`config.mk`:
```
export PLATFORM = sky130hd
export DESIGN_NAME = conv2d_stream_flat
export DESIGN_NICKNAME = d
export VERILOG_FILES = /design/src/rtl/conv2d_stream_if.sv /design/src/rtl/conv2d_stream.sv /design/src/flat_wrapper.sv
export SDC_FILE = /design/constraint.sdc
export NUM_CORES = 2
export LEC_CHECK = 0
export CORE_MARGIN = 5
export CORE_UTILIZATION = 37
export CTS_BUF_LIST = sky130_fd_sc_hd__clkbuf_2 sky130_fd_sc_hd__clkbuf_4 sky130_fd_sc_hd__clkbuf_8
export CTS_CLUSTER_DIAMETER = 100
export DETAILED_ROUTE_END_ITERATION = 16
export GPL_ROUTABILITY_DRIVEN = 0
export PLACE_DENSITY = 0.53
export SYNTH_ARGS = -nofsm -noshare
export SYNTH_HDL_FRONTEND = slang
export SYNTH_SLANG_ARGS = --single-unit
```
`constraint.sdc`:
```
create_clock -name clk -period 13.1 [get_ports clk]
set_input_delay 1.31 -clock clk [delete_from_list [all_inputs] [get_ports clk]]
set_output_delay 1.31 -clock clk [all_outputs]
set_load 0.02 [all_outputs]
```
`src/rtl/conv2d_stream_if.sv`:
```
// conv2d_stream_if: handshake bundle for conv2d_stream.
//   coef_*   : coefficient stream, row-major, valid/ready
//   pix_*    : pixel stream, raster order, valid/ready
//   out_*    : result stream, out_last marks the final result of a frame
//   kernel_loaded : all KERNEL_SIZE^2 coefficients present
// Modports: slave = the convolution block, master = the traffic source/sink.
interface conv2d_stream_if #(
  parameter int unsigned DATA_W      = 8,
  parameter int unsigned COEF_W      = 8,
  parameter int unsigned KERNEL_SIZE = 3
);
  localparam int unsigned ACC_W = DATA_W + COEF_W + $clog2(KERNEL_SIZE * KERNEL_SIZE) + 1;

  logic                     coef_valid;
  logic [COEF_W-1:0]        coef_data;
  logic                     coef_ready;
  logic                     pix_valid;
  logic [DATA_W-1:0]        pix_data;
  logic                     pix_ready;
  logic                     out_valid;
  logic signed [ACC_W-1:0]  out_data;
  logic                     out_last;
  logic                     out_ready;
  logic                     kernel_loaded;

  modport slave (
    input  coef_valid, coef_data, pix_valid, pix_data, out_ready,
    output coef_ready, pix_ready, out_valid, out_data, out_last, kernel_loaded
  );

  modport master (
    output coef_valid, coef_data, pix_valid, pix_data, out_ready,
    input  coef_ready, pix_ready, out_valid, out_data, out_last, kernel_loaded
  );
endinterface

```
`src/rtl/conv2d_stream.sv`:
```
// conv2d_stream: streaming K x K 2-D convolution, "valid" mode (no padding).
// Ports:
//   clk     : single clock, rising edge
//   reset_n : asynchronous active-low reset
//   bus_io  : conv2d_stream_if.slave (coefficient, pixel and result streams)
// Optional feature: define CONV2D_RELU_EN to clamp negative sums to zero.
module conv2d_stream #(
  parameter int unsigned DATA_W      = 8,
  parameter int unsigned COEF_W      = 8,
  parameter int unsigned KERNEL_SIZE = 3,
  parameter int unsigned IMG_WIDTH   = 16,
  parameter int unsigned IMG_HEIGHT  = 16
) (
  input logic            clk,
  input logic            reset_n,
  conv2d_stream_if.slave bus_io
);
  localparam int unsigned K       = KERNEL_SIZE;
  localparam int unsigned NCoef   = K * K;
  localparam int unsigned ACC_W   = DATA_W + COEF_W + $clog2(NCoef) + 1;
  localparam int unsigned CntW    = $clog2(NCoef);
  localparam int unsigned ColW    = $clog2(IMG_WIDTH);
  localparam int unsigned RowW    = $clog2(IMG_HEIGHT);
  localparam logic [CntW-1:0] CntLast  = CntW'(NCoef - 1);
  localparam logic [ColW-1:0] ColLast  = ColW'(IMG_WIDTH - 1);
  localparam logic [RowW-1:0] RowLast  = RowW'(IMG_HEIGHT - 1);
  localparam logic [ColW-1:0] ColFirst = ColW'(K - 1);
  localparam logic [RowW-1:0] RowFirst = RowW'(K - 1);

  typedef enum logic [1:0] {StIdle, StLoad, StRun} state_e;

  state_e                   state_q;
  logic [CntW-1:0]          cnt_q;
  logic signed [COEF_W-1:0] coef_q [NCoef];
  logic                     loaded_q;
  logic                     awake_q;  // low during reset, high from the first edge after it

  logic [RowW-1:0]          row_q;
  logic [ColW-1:0]          col_q;
  logic                     out_valid_q;
  logic signed [ACC_W-1:0]  out_data_q;
  logic                     out_last_q;

  logic [DATA_W-1:0]        lb_q  [K-1][IMG_WIDTH];
  logic [DATA_W-1:0]        win_q [K][K];
  logic [DATA_W-1:0]        win_d [K][K];

  logic                     coef_ready;
  logic                     pix_ready;
  logic                     coef_hs;
  logic                     pix_hs;
  logic                     produce;
  logic signed [ACC_W-1:0]  sum;
  logic signed [ACC_W-1:0]  res;

  // In RUN a new kernel is only taken at a clean frame boundary.
  assign coef_ready = awake_q &&
                      ((state_q != StRun) || (row_q == '0 && col_q == '0 && !out_valid_q));
  assign pix_ready  = (state_q == StRun) && (!out_valid_q || bus_io.out_ready);
  assign coef_hs    = bus_io.coef_valid && coef_ready;
  assign pix_hs     = bus_io.pix_valid && pix_ready;
  assign produce    = pix_hs && (row_q >= RowFirst) && (col_q >= ColFirst);

  assign bus_io.coef_ready    = coef_ready;
  assign bus_io.pix_ready     = pix_ready;
  assign bus_io.out_valid     = out_valid_q;
  assign bus_io.out_data      = out_data_q;
  assign bus_io.out_last      = out_last_q;
  assign bus_io.kernel_loaded = loaded_q;

  // Kernel load FSM.
  always_ff @(posedge clk or negedge reset_n) begin
    if (!reset_n) begin
      state_q  <= StIdle;
      cnt_q    <= '0;
      loaded_q <= 1'b0;
      awake_q  <= 1'b0;
      for (int unsigned n = 0; n < NCoef; n++) coef_q[n] <= '0;
    end else begin
      awake_q <= 1'b1;
      if (coef_hs) begin
        coef_q[cnt_q] <= bus_io.coef_data;
        unique case (state_q)
          StIdle, StLoad: begin
            if (cnt_q == CntLast) begin
              state_q  <= StRun;
              cnt_q    <= '0;
              loaded_q <= 1'b1;
            end else begin
              state_q <= StLoad;
              cnt_q   <= cnt_q + 1'b1;
            end
          end
          StRun: begin
            // cnt_q is 0 in RUN, so this coefficient lands in slot 0.
            state_q  <= StLoad;
            cnt_q    <= CntW'(1);
            loaded_q <= 1'b0;
          end
          default: state_q <= StIdle;
        endcase
      end
    end
  end

  // Window after shifting in the current pixel; the result is computed from it.
  always_comb begin
    win_d = win_q;
    for (int unsigned i = 0; i < K; i++) begin
      for (int unsigned j = 0; j + 1 < K; j++) win_d[i][j] = win_q[i][j+1];
    end
    win_d[K-1][K-1] = bus_io.pix_data;
    for (int unsigned r = 0; r + 1 < K; r++) win_d[K-2-r][K-1] = lb_q[r][IMG_WIDTH-1];
  end

  always_comb begin
    sum = '0;
    for (int unsigned i = 0; i < K; i++) begin
      for (int unsigned j = 0; j < K; j++) begin
        sum = sum + ($signed(ACC_W'(win_d[i][j])) * ACC_W'(coef_q[i*K+j]));
      end
    end
`ifdef CONV2D_RELU_EN
    res = sum[ACC_W-1] ? '0 : sum;
`else
    res = sum;
`endif
  end

  // Line buffers form one continuous delay line of (K-1) rows; no reset needed
  // because results are gated by row/col, never by buffer contents.
  always_ff @(posedge clk) begin
    if (pix_hs) begin
      win_q       <= win_d;
      lb_q[0][0]  <= bus_io.pix_data;
      for (int unsigned r = 1; r + 1 < K; r++) lb_q[r][0] <= lb_q[r-1][IMG_WIDTH-1];
      for (int unsigned r = 0; r + 1 < K; r++) begin
        for (int unsigned c = 1; c < IMG_WIDTH; c++) lb_q[r][c] <= lb_q[r][c-1];
      end
    end
  end

  always_ff @(posedge clk or negedge reset_n) begin
    if (!reset_n) begin
      row_q       <= '0;
      col_q       <= '0;
      out_valid_q <= 1'b0;
      out_data_q  <= '0;
      out_last_q  <= 1'b0;
    end else begin
      if (pix_hs) begin
        if (col_q == ColLast) begin
          col_q <= '0;
          row_q <= (row_q == RowLast) ? '0 : row_q + 1'b1;
        end else begin
          col_q <= col_q + 1'b1;
        end
      end
      // A new result wins over a simultaneous consume.
      if (produce) begin
        out_valid_q <= 1'b1;
        out_data_q  <= res;
        out_last_q  <= (row_q == RowLast) && (col_q == ColLast);
      end else if (bus_io.out_ready) begin
        out_valid_q <= 1'b0;
      end
    end
  end
endmodule

```
`src/flat_wrapper.sv`:
```
// flat-port wrapper written by rule: the top's interface ports become plain ports
module conv2d_stream_flat 
#(
  parameter int unsigned DATA_W      = 8,
  parameter int unsigned COEF_W      = 8,
  parameter int unsigned KERNEL_SIZE = 3,
  parameter int unsigned IMG_WIDTH   = 16,
  parameter int unsigned IMG_HEIGHT  = 16
)
  (clk, reset_n, bus_io_coef_valid, bus_io_coef_data, bus_io_pix_valid, bus_io_pix_data, bus_io_out_ready, bus_io_coef_ready, bus_io_pix_ready, bus_io_out_valid, bus_io_out_data, bus_io_out_last, bus_io_kernel_loaded);
  conv2d_stream_if #(.DATA_W(DATA_W), .COEF_W(COEF_W), .KERNEL_SIZE(KERNEL_SIZE)) bus_io_i ();
  input logic clk;
  input logic reset_n;
  input wire logic [$bits(bus_io_i.coef_valid)-1:0] bus_io_coef_valid;
  input wire logic [$bits(bus_io_i.coef_data)-1:0] bus_io_coef_data;
  input wire logic [$bits(bus_io_i.pix_valid)-1:0] bus_io_pix_valid;
  input wire logic [$bits(bus_io_i.pix_data)-1:0] bus_io_pix_data;
  input wire logic [$bits(bus_io_i.out_ready)-1:0] bus_io_out_ready;
  output wire logic [$bits(bus_io_i.coef_ready)-1:0] bus_io_coef_ready;
  output wire logic [$bits(bus_io_i.pix_ready)-1:0] bus_io_pix_ready;
  output wire logic [$bits(bus_io_i.out_valid)-1:0] bus_io_out_valid;
  output wire logic [$bits(bus_io_i.out_data)-1:0] bus_io_out_data;
  output wire logic [$bits(bus_io_i.out_last)-1:0] bus_io_out_last;
  output wire logic [$bits(bus_io_i.kernel_loaded)-1:0] bus_io_kernel_loaded;
  assign bus_io_i.coef_valid = bus_io_coef_valid;
  assign bus_io_i.coef_data = bus_io_coef_data;
  assign bus_io_i.pix_valid = bus_io_pix_valid;
  assign bus_io_i.pix_data = bus_io_pix_data;
  assign bus_io_i.out_ready = bus_io_out_ready;
  assign bus_io_coef_ready = bus_io_i.coef_ready;
  assign bus_io_pix_ready = bus_io_i.pix_ready;
  assign bus_io_out_valid = bus_io_i.out_valid;
  assign bus_io_out_data = bus_io_i.out_data;
  assign bus_io_out_last = bus_io_i.out_last;
  assign bus_io_kernel_loaded = bus_io_i.kernel_loaded;
  conv2d_stream #(.DATA_W(DATA_W), .COEF_W(COEF_W), .KERNEL_SIZE(KERNEL_SIZE), .IMG_WIDTH(IMG_WIDTH), .IMG_HEIGHT(IMG_HEIGHT)) u_core (.clk(clk), .reset_n(reset_n), .bus_io(bus_io_i));
endmodule
```
## Yosys cells after proc, flatten, opt, wreduce, memory -nomap -nowiden

Memories as Yosys holds them, arrays and structs flattened.
Index checks and enable logic that the tools add are counted.
Widths: inputs -> output; s select.

- Logic and storage cells: 94
- Memories: 1
- Flip-flop bits (word level): 159
- Output and inout bits: 26
- RAM bits: 256

Memories:

| name | depth | bits a word | rd ports | clocked after Yosys merged registers in | write ports | line | RTL |
|---|---|---|---|---|---|---|---|
| u_core.lb_q | 2 | 128 | 2 | 0 | 2 | conv2d_stream.sv:44 | `logic [DATA_W-1:0] lb_q [K-1][IMG_WIDTH];` |

- Multiplexer cells: 15
- Reduce and logical (&&, ||, !) cells: 22
- Bitwise gates (word level): 1
- Equality and inequality tests: 7
- $add $sub $neg: 11
- Order comparisons: 4
- $mul: 9

Operators with widths:

| kind | count |
|---|---|
| $add 21x21->21 | 8 |
| $mul 9x8->17 | 9 |
| $bwmux 72 | 1 |
| $demux 8 s4 | 1 |
| $add 4x1->4 const B | 3 |
| $eq 4x4->1 const B | 3 |
| $mux 4 | 3 |
| $logic_and 1x1->1 | 10 |
| $ge 4x2->1 const B | 2 |
| $logic_not 4->1 | 2 |
| $mux 8 | 1 |
| $pmux 4 s2 | 1 |
| $ge 5x5->1 const B | 1 |
| $lt 5x1->1 const B | 1 |
| $mux 1 | 5 |
| $not 4->5 | 1 |
| $pmux 2 s2 | 1 |
| $reduce_and 2->1 | 2 |
| $reduce_bool 2->1 | 2 |
| $reduce_and 3->1 | 1 |
| $eq 2x1->1 const B | 1 |
| $eq 2x2->1 const B | 1 |
| $logic_not 2->1 | 1 |
| $logic_or 1x1->1 | 2 |
| 6 further kinds | 6 |

## Logic depth before layout (Yosys ltp)

- Depth after elaboration: 9
- Gate-level depth with buffers: 32
- Gate-level depth less buffers: 31

## Worst setup path after synthesis

No wires, ideal clock.

- Kind: input -> register
- Start point: in bus_io_pix_data[4]
- End point: reg u_core.out_data_q[19], in the netlist u_core.bus_io.out_data[19]
- Cell stages on the path: 31
- Arrival: 8.134 ns
- Data required time: 12.984 ns
- Setup slack: 4.850 ns
- Library setup time: 0.116 ns
- Path through: and2_1 > ha_1 > inv_1 > fa_1 > inv_1 > ha_1 > inv_1 > fa_1 > inv_1 > ha_1 > fa_1 > a21o_1 > a21oi_1 > o211ai_1 > a31oi_1 > o21bai_1 > xnor2_1 > fa_1 > fa_1 > inv_1 > fa_1 > inv_1 > fa_1 > inv_1 > ha_1 > and3_1 > and2_1 > a221oi_1 > and3_1 > mux2i_1 > o311ai_0

- Cells in the longest elaborated chain, start to end: 2

RTL lines:

| element | line | RTL |
|---|---|---|
| start: declaration | flat_wrapper.sv:17 | `input wire logic [$bits(bus_io_i.pix_data)-1:0] bus_io_pix_data;` |
| $mul 9x8->17 | conv2d_stream.sv:120 | `sum = sum + ($signed(ACC_W'(win_d[i][j])) * ACC_W'(coef_q[i*K+j]));` |
| $add 21x21->21 | conv2d_stream.sv:120 |  |
| end signal: assignment | conv2d_stream.sv:162 | `out_data_q <= res;` |
| end: declaration | conv2d_stream.sv:41 | `logic signed [ACC_W-1:0] out_data_q;` |

Every way passes these cells.
A chain may end at the register's enable or synchronous reset.

==> flow_metrics.env <==
export IMPL_outcome="complete, no violations"
export IMPL_dominantRegCellSynth="sky130_fd_sc_hd__edfxtp_1"
export IMPL_timing_hold_violations_final=0
export IMPL_number_of_instances_in_the_placed_design=4601
export IMPL_worst_slew_pin_transition_ns=1.09
export IMPL_setup_viol=0
export IMPL_drtAntennaViolNets=0
export IMPL_port_buffers=46
export IMPL_cts_tree="done"
export IMPL_timing_critical_path_arrival_ns=9.63
export IMPL_netlist_instances=3285
export IMPL_core_area_sq_mm=0.0967
export IMPL_finalInstanceArea_sq_mm=0.0395
export IMPL_setup_tns_ns=0
export IMPL_grt_max_degree=98
export IMPL_synth_top_cell_area_share_pct=25.3
export IMPL_drt_initial_drc_count=1418
export IMPL_fin_ws_ns=4.01
export IMPL_drc=0
export IMPL_grt_pass1_vias=23600
export IMPL_die_width_um=322
export IMPL_cts_htree_levels=3
export IMPL_syn_area_per_cell_sq_um=11.0
export IMPL_dp_hpwl_mm=65.3
export IMPL_cts_hold_fix_buffers=0
export IMPL_clock_skew_final_ns=0.0486
export IMPL_route_final_wire_length_mm=85.0
export IMPL_grt_setup_unrepaired="no"
export IMPL_grt_pass1_wl_mm=135
export IMPL_detailedPlace_worstSlack_ns=3.54
export IMPL_critPathTopFamily="adder cells"
export IMPL_timing_max_slew_rel_slack_pct=26.9
export IMPL_worst_setup_path_end_kind="register"
export IMPL_maxCapViolations=0
export IMPL_crit_buf_inv=7
export IMPL_grt_total_usage_pct=16.8
export IMPL_min_period_ns=9.09
export IMPL_die_height_um=322
export IMPL_cts_buffer_depth=3
export IMPL_route_detailed_wl_per_inst_um=18.0
export IMPL_post_dp_cell_area_sq_mm=0.0381
export IMPL_grt_remaining_overflow=0
export IMPL_leading_area_contributor_after_synthesis="sky130_fd_sc_hd__fa_1"
export IMPL_mappedNetlistArea_sq_mm=0.0360
export IMPL_cts_reportedPaths_clkPinSlew_ns=0.06
export IMPL_worst_ep_required_time_ns=13.64
export IMPL_timing_max_transition_violations_final=0
export IMPL_pin_count=47
export IMPL_final_fill_count=9447
export IMPL_clkLatencyLatePin_ns=0.68
export IMPL_synth_area_top_cells="sky130_fd_sc_hd__fa_1 25%, sky130_fd_sc_hd__edfxtp_1 23%, sky130_fd_sc_hd__ha_1 15%, sky130_fd_sc_hd__dfrtp_1 7.7%, sky130_fd_sc_hd__inv_1 7.0%"
export IMPL_crit_path_max_fanout=9
export IMPL_slowest_delay_ns=0.73
export IMPL_site_row_count=114
export IMPL_cts_num_sinks=383
export IMPL_finalCritPeriodShare_pct=69.4
export IMPL_post_route_cells_drive_above_1_share_pct=6.57
export IMPL_start_util_pct=37.3
export IMPL_synth_yosys_seq_area_share_pct=30.4
export IMPL_cts_root_buf="sky130_fd_sc_hd__clkbuf_8"
export IMPL_maximum_clock_frequency_ghz=0.110
export IMPL_yosys_reg_bits=383
export IMPL_synth_warnings=0
export IMPL_route_vias_total=22700
export IMPL_grt_antenna_before_repair=7
export IMPL_final_net_count=4291
export IMPL_synth_net_count=4179
export IMPL_avgViaCountPerCell=4.79
export IMPL_cts_repair_resized=0
export IMPL_holdCritPathClass="register to register"
export IMPL_synth_enable_flop_cells=272
export IMPL_syn2layout_area_growth_pct=9.69
export IMPL_critPathSlowestCell="sky130_fd_sc_hd__a311oi_1"
export IMPL_yosysUniqueCellTypes=63
export IMPL_async_reset_ff_share_pct=29.0
export IMPL_criticalPathCategory="register to register"
export IMPL_die_area_sq_mm=0.104
export IMPL_non_filler_cells_final=4732
export IMPL_cts_buffers=70
export IMPL_worst_path_most_repeated_cell="sky130_fd_sc_hd__fa_1"
export IMPL_drtPass1Iterations=5
export IMPL_post_cts_setup_buffers=0
export IMPL_timing_critical_path_from_type="register"
synth_stat cells, drive strengths merged, types with 6 or more instances:
| library cell | count |
|---|---|
| o21a | 19 |
| xor2 | 44 |
| a31o | 7 |
| a211oi | 20 |
| o21ai | 73 |
| nor4 | 6 |
| and2 | 328 |
| nor3 | 31 |
| inv | 673 |
| nand3 | 35 |
| edfxtp | 272 |
| a21o | 29 |
| and3 | 9 |
| dfrtp | 111 |
| a31oi | 6 |
| o211ai | 13 |
| nand4 | 6 |
| nand2 | 265 |
| fa | 455 |
| mux2 | 73 |
| nand2b | 35 |
| clkbuf | 12 |
| ha | 418 |
| o21bai | 10 |
| nor2b | 8 |
| o41ai | 7 |
| xnor2 | 64 |
| nor2 | 128 |
| a21oi | 63 |
through the flow:
step | hold slack, ns | util [%]
after floorplan | 0.400 | -
after global placement | 0.401 | 39.4
after detailed placement | 0.405 | 39.4
after CTS | 0.396 | 40.9
after global routing | 0.413 | 40.9
final | 0.400 | 40.9
layout make-up:
type                            count  area (sq um)  share of cell area (%)
Inverter                          675          2540                    6.43
Sequential cell                   383         10900                    27.7
Clock buffer                       99          1210                    3.07
Multi-Input combinational cell   2212         22500                    56.9
Antenna cell                        1          2.50                 0.00633
Timing Repair Buffer               55           515                    1.30
Tap cell                         1276          1600                    4.04
Clock inverter                     31           228                   0.576
worst paths after layout:
check                                     from                         end  slack (ns)  cells after the start
min reg2reg                u_core.lb_q[1][101]          u_core.lb_q[1][93]        0.40                      0
max reg2reg                  u_core.lb_q[1][3]  u_core.bus_io.out_data[18]        4.01                     27
max                          u_core.lb_q[1][3]  u_core.bus_io.out_data[18]        4.01                     27
max in group asynchronous              reset_n           u_core.coef_q[51]       10.86                      2
min in group asynchronous              reset_n            u_core.coef_q[4]        0.76                      1
min                        u_core.lb_q[1][101]          u_core.lb_q[1][93]        0.40                      0
metal layers:
| layer | GRT usage [%] | up-vias | wire (um) |
|---|---|---|---|
| li1 | - | 10800 | - |
| met1 | 23.0 | 11300 | 39000 |
| met2 | 27.0 | 396 | 39300 |
| met3 | 3.49 | 113 | 4260 |
| met4 | 4.94 | 2 | 2340 |
| met5 | 0.771 | - | 110 |
flip-flops by register name, summed over array words and instances (netlist names):
name                         cells
u_core.bus_io.out_data          21
u_core.win_d                    45
u_core.bus_io.out_valid          1
u_core.awake_q                   1
u_core.lb_q                    227
u_core.state_q                   2
u_core.col_q                     4
u_core.cnt_q                     4
u_core.row_q                     4
u_core.bus_io.out_last           1
u_core.bus_io.kernel_loaded      1
u_core.coef_q                   72
cell usage in the layout, fill, tap and decap left out, types with 5 or more instances in the layout:
cell | synthesis | layout
sky130_fd_sc_hd__nand3_1 | 27 | 27
sky130_fd_sc_hd__a211o_1 | 5 | 5
sky130_fd_sc_hd__clkdlybuf4s50_1 | 0 | 43
sky130_fd_sc_hd__and3_1 | 9 | 9
sky130_fd_sc_hd__a21oi_1 | 63 | 63
sky130_fd_sc_hd__a21o_1 | 29 | 29
sky130_fd_sc_hd__inv_1 | 673 | 672
sky130_fd_sc_hd__and2_1 | 328 | 328
sky130_fd_sc_hd__fa_1 | 455 | 455
sky130_fd_sc_hd__clkinv_2 | 0 | 10
sky130_fd_sc_hd__mux2_2 | 65 | 65
sky130_fd_sc_hd__nand4_1 | 6 | 6
sky130_fd_sc_hd__or3_1 | 5 | 5
sky130_fd_sc_hd__xor2_1 | 44 | 44
sky130_fd_sc_hd__o21bai_1 | 10 | 10
sky130_fd_sc_hd__clkinv_1 | 2 | 13
sky130_fd_sc_hd__nand3_2 | 8 | 8
sky130_fd_sc_hd__clkbuf_4 | 0 | 24
sky130_fd_sc_hd__a31o_2 | 7 | 7
sky130_fd_sc_hd__dfrtp_1 | 111 | 111
sky130_fd_sc_hd__nor4_1 | 6 | 6
sky130_fd_sc_hd__mux2_4 | 8 | 8
sky130_fd_sc_hd__nor2b_1 | 8 | 8
sky130_fd_sc_hd__buf_4 | 1 | 10
sky130_fd_sc_hd__nand2b_1 | 35 | 35
sky130_fd_sc_hd__o21ai_0 | 73 | 73
sky130_fd_sc_hd__nor3_1 | 30 | 30
sky130_fd_sc_hd__nand2_1 | 265 | 265
sky130_fd_sc_hd__o21a_1 | 19 | 19
sky130_fd_sc_hd__a31oi_1 | 6 | 6
sky130_fd_sc_hd__o41ai_1 | 7 | 7
sky130_fd_sc_hd__o31ai_1 | 5 | 5
sky130_fd_sc_hd__nor2_1 | 127 | 127
sky130_fd_sc_hd__a211oi_1 | 20 | 20
sky130_fd_sc_hd__o211ai_1 | 12 | 12
sky130_fd_sc_hd__xnor2_1 | 64 | 64
sky130_fd_sc_hd__ha_1 | 418 | 418
sky130_fd_sc_hd__clkbuf_8 | 0 | 75
sky130_fd_sc_hd__edfxtp_1 | 272 | 272
cell families after synthesis:
group	synth area share, %
AND/OR/NAND/NOR	12.2
AO/OA/AOI/OAI	5.39
buffers and inverters	7.22
XOR/XNOR	2.62
adder cells (fa/ha/maj)	39.8
other	0.0104
flip-flops	30.4
multiplexers	2.42
Power is not shown: default switching activity piles up to over one toggle a cycle in this logic, so the estimate is an artifact.
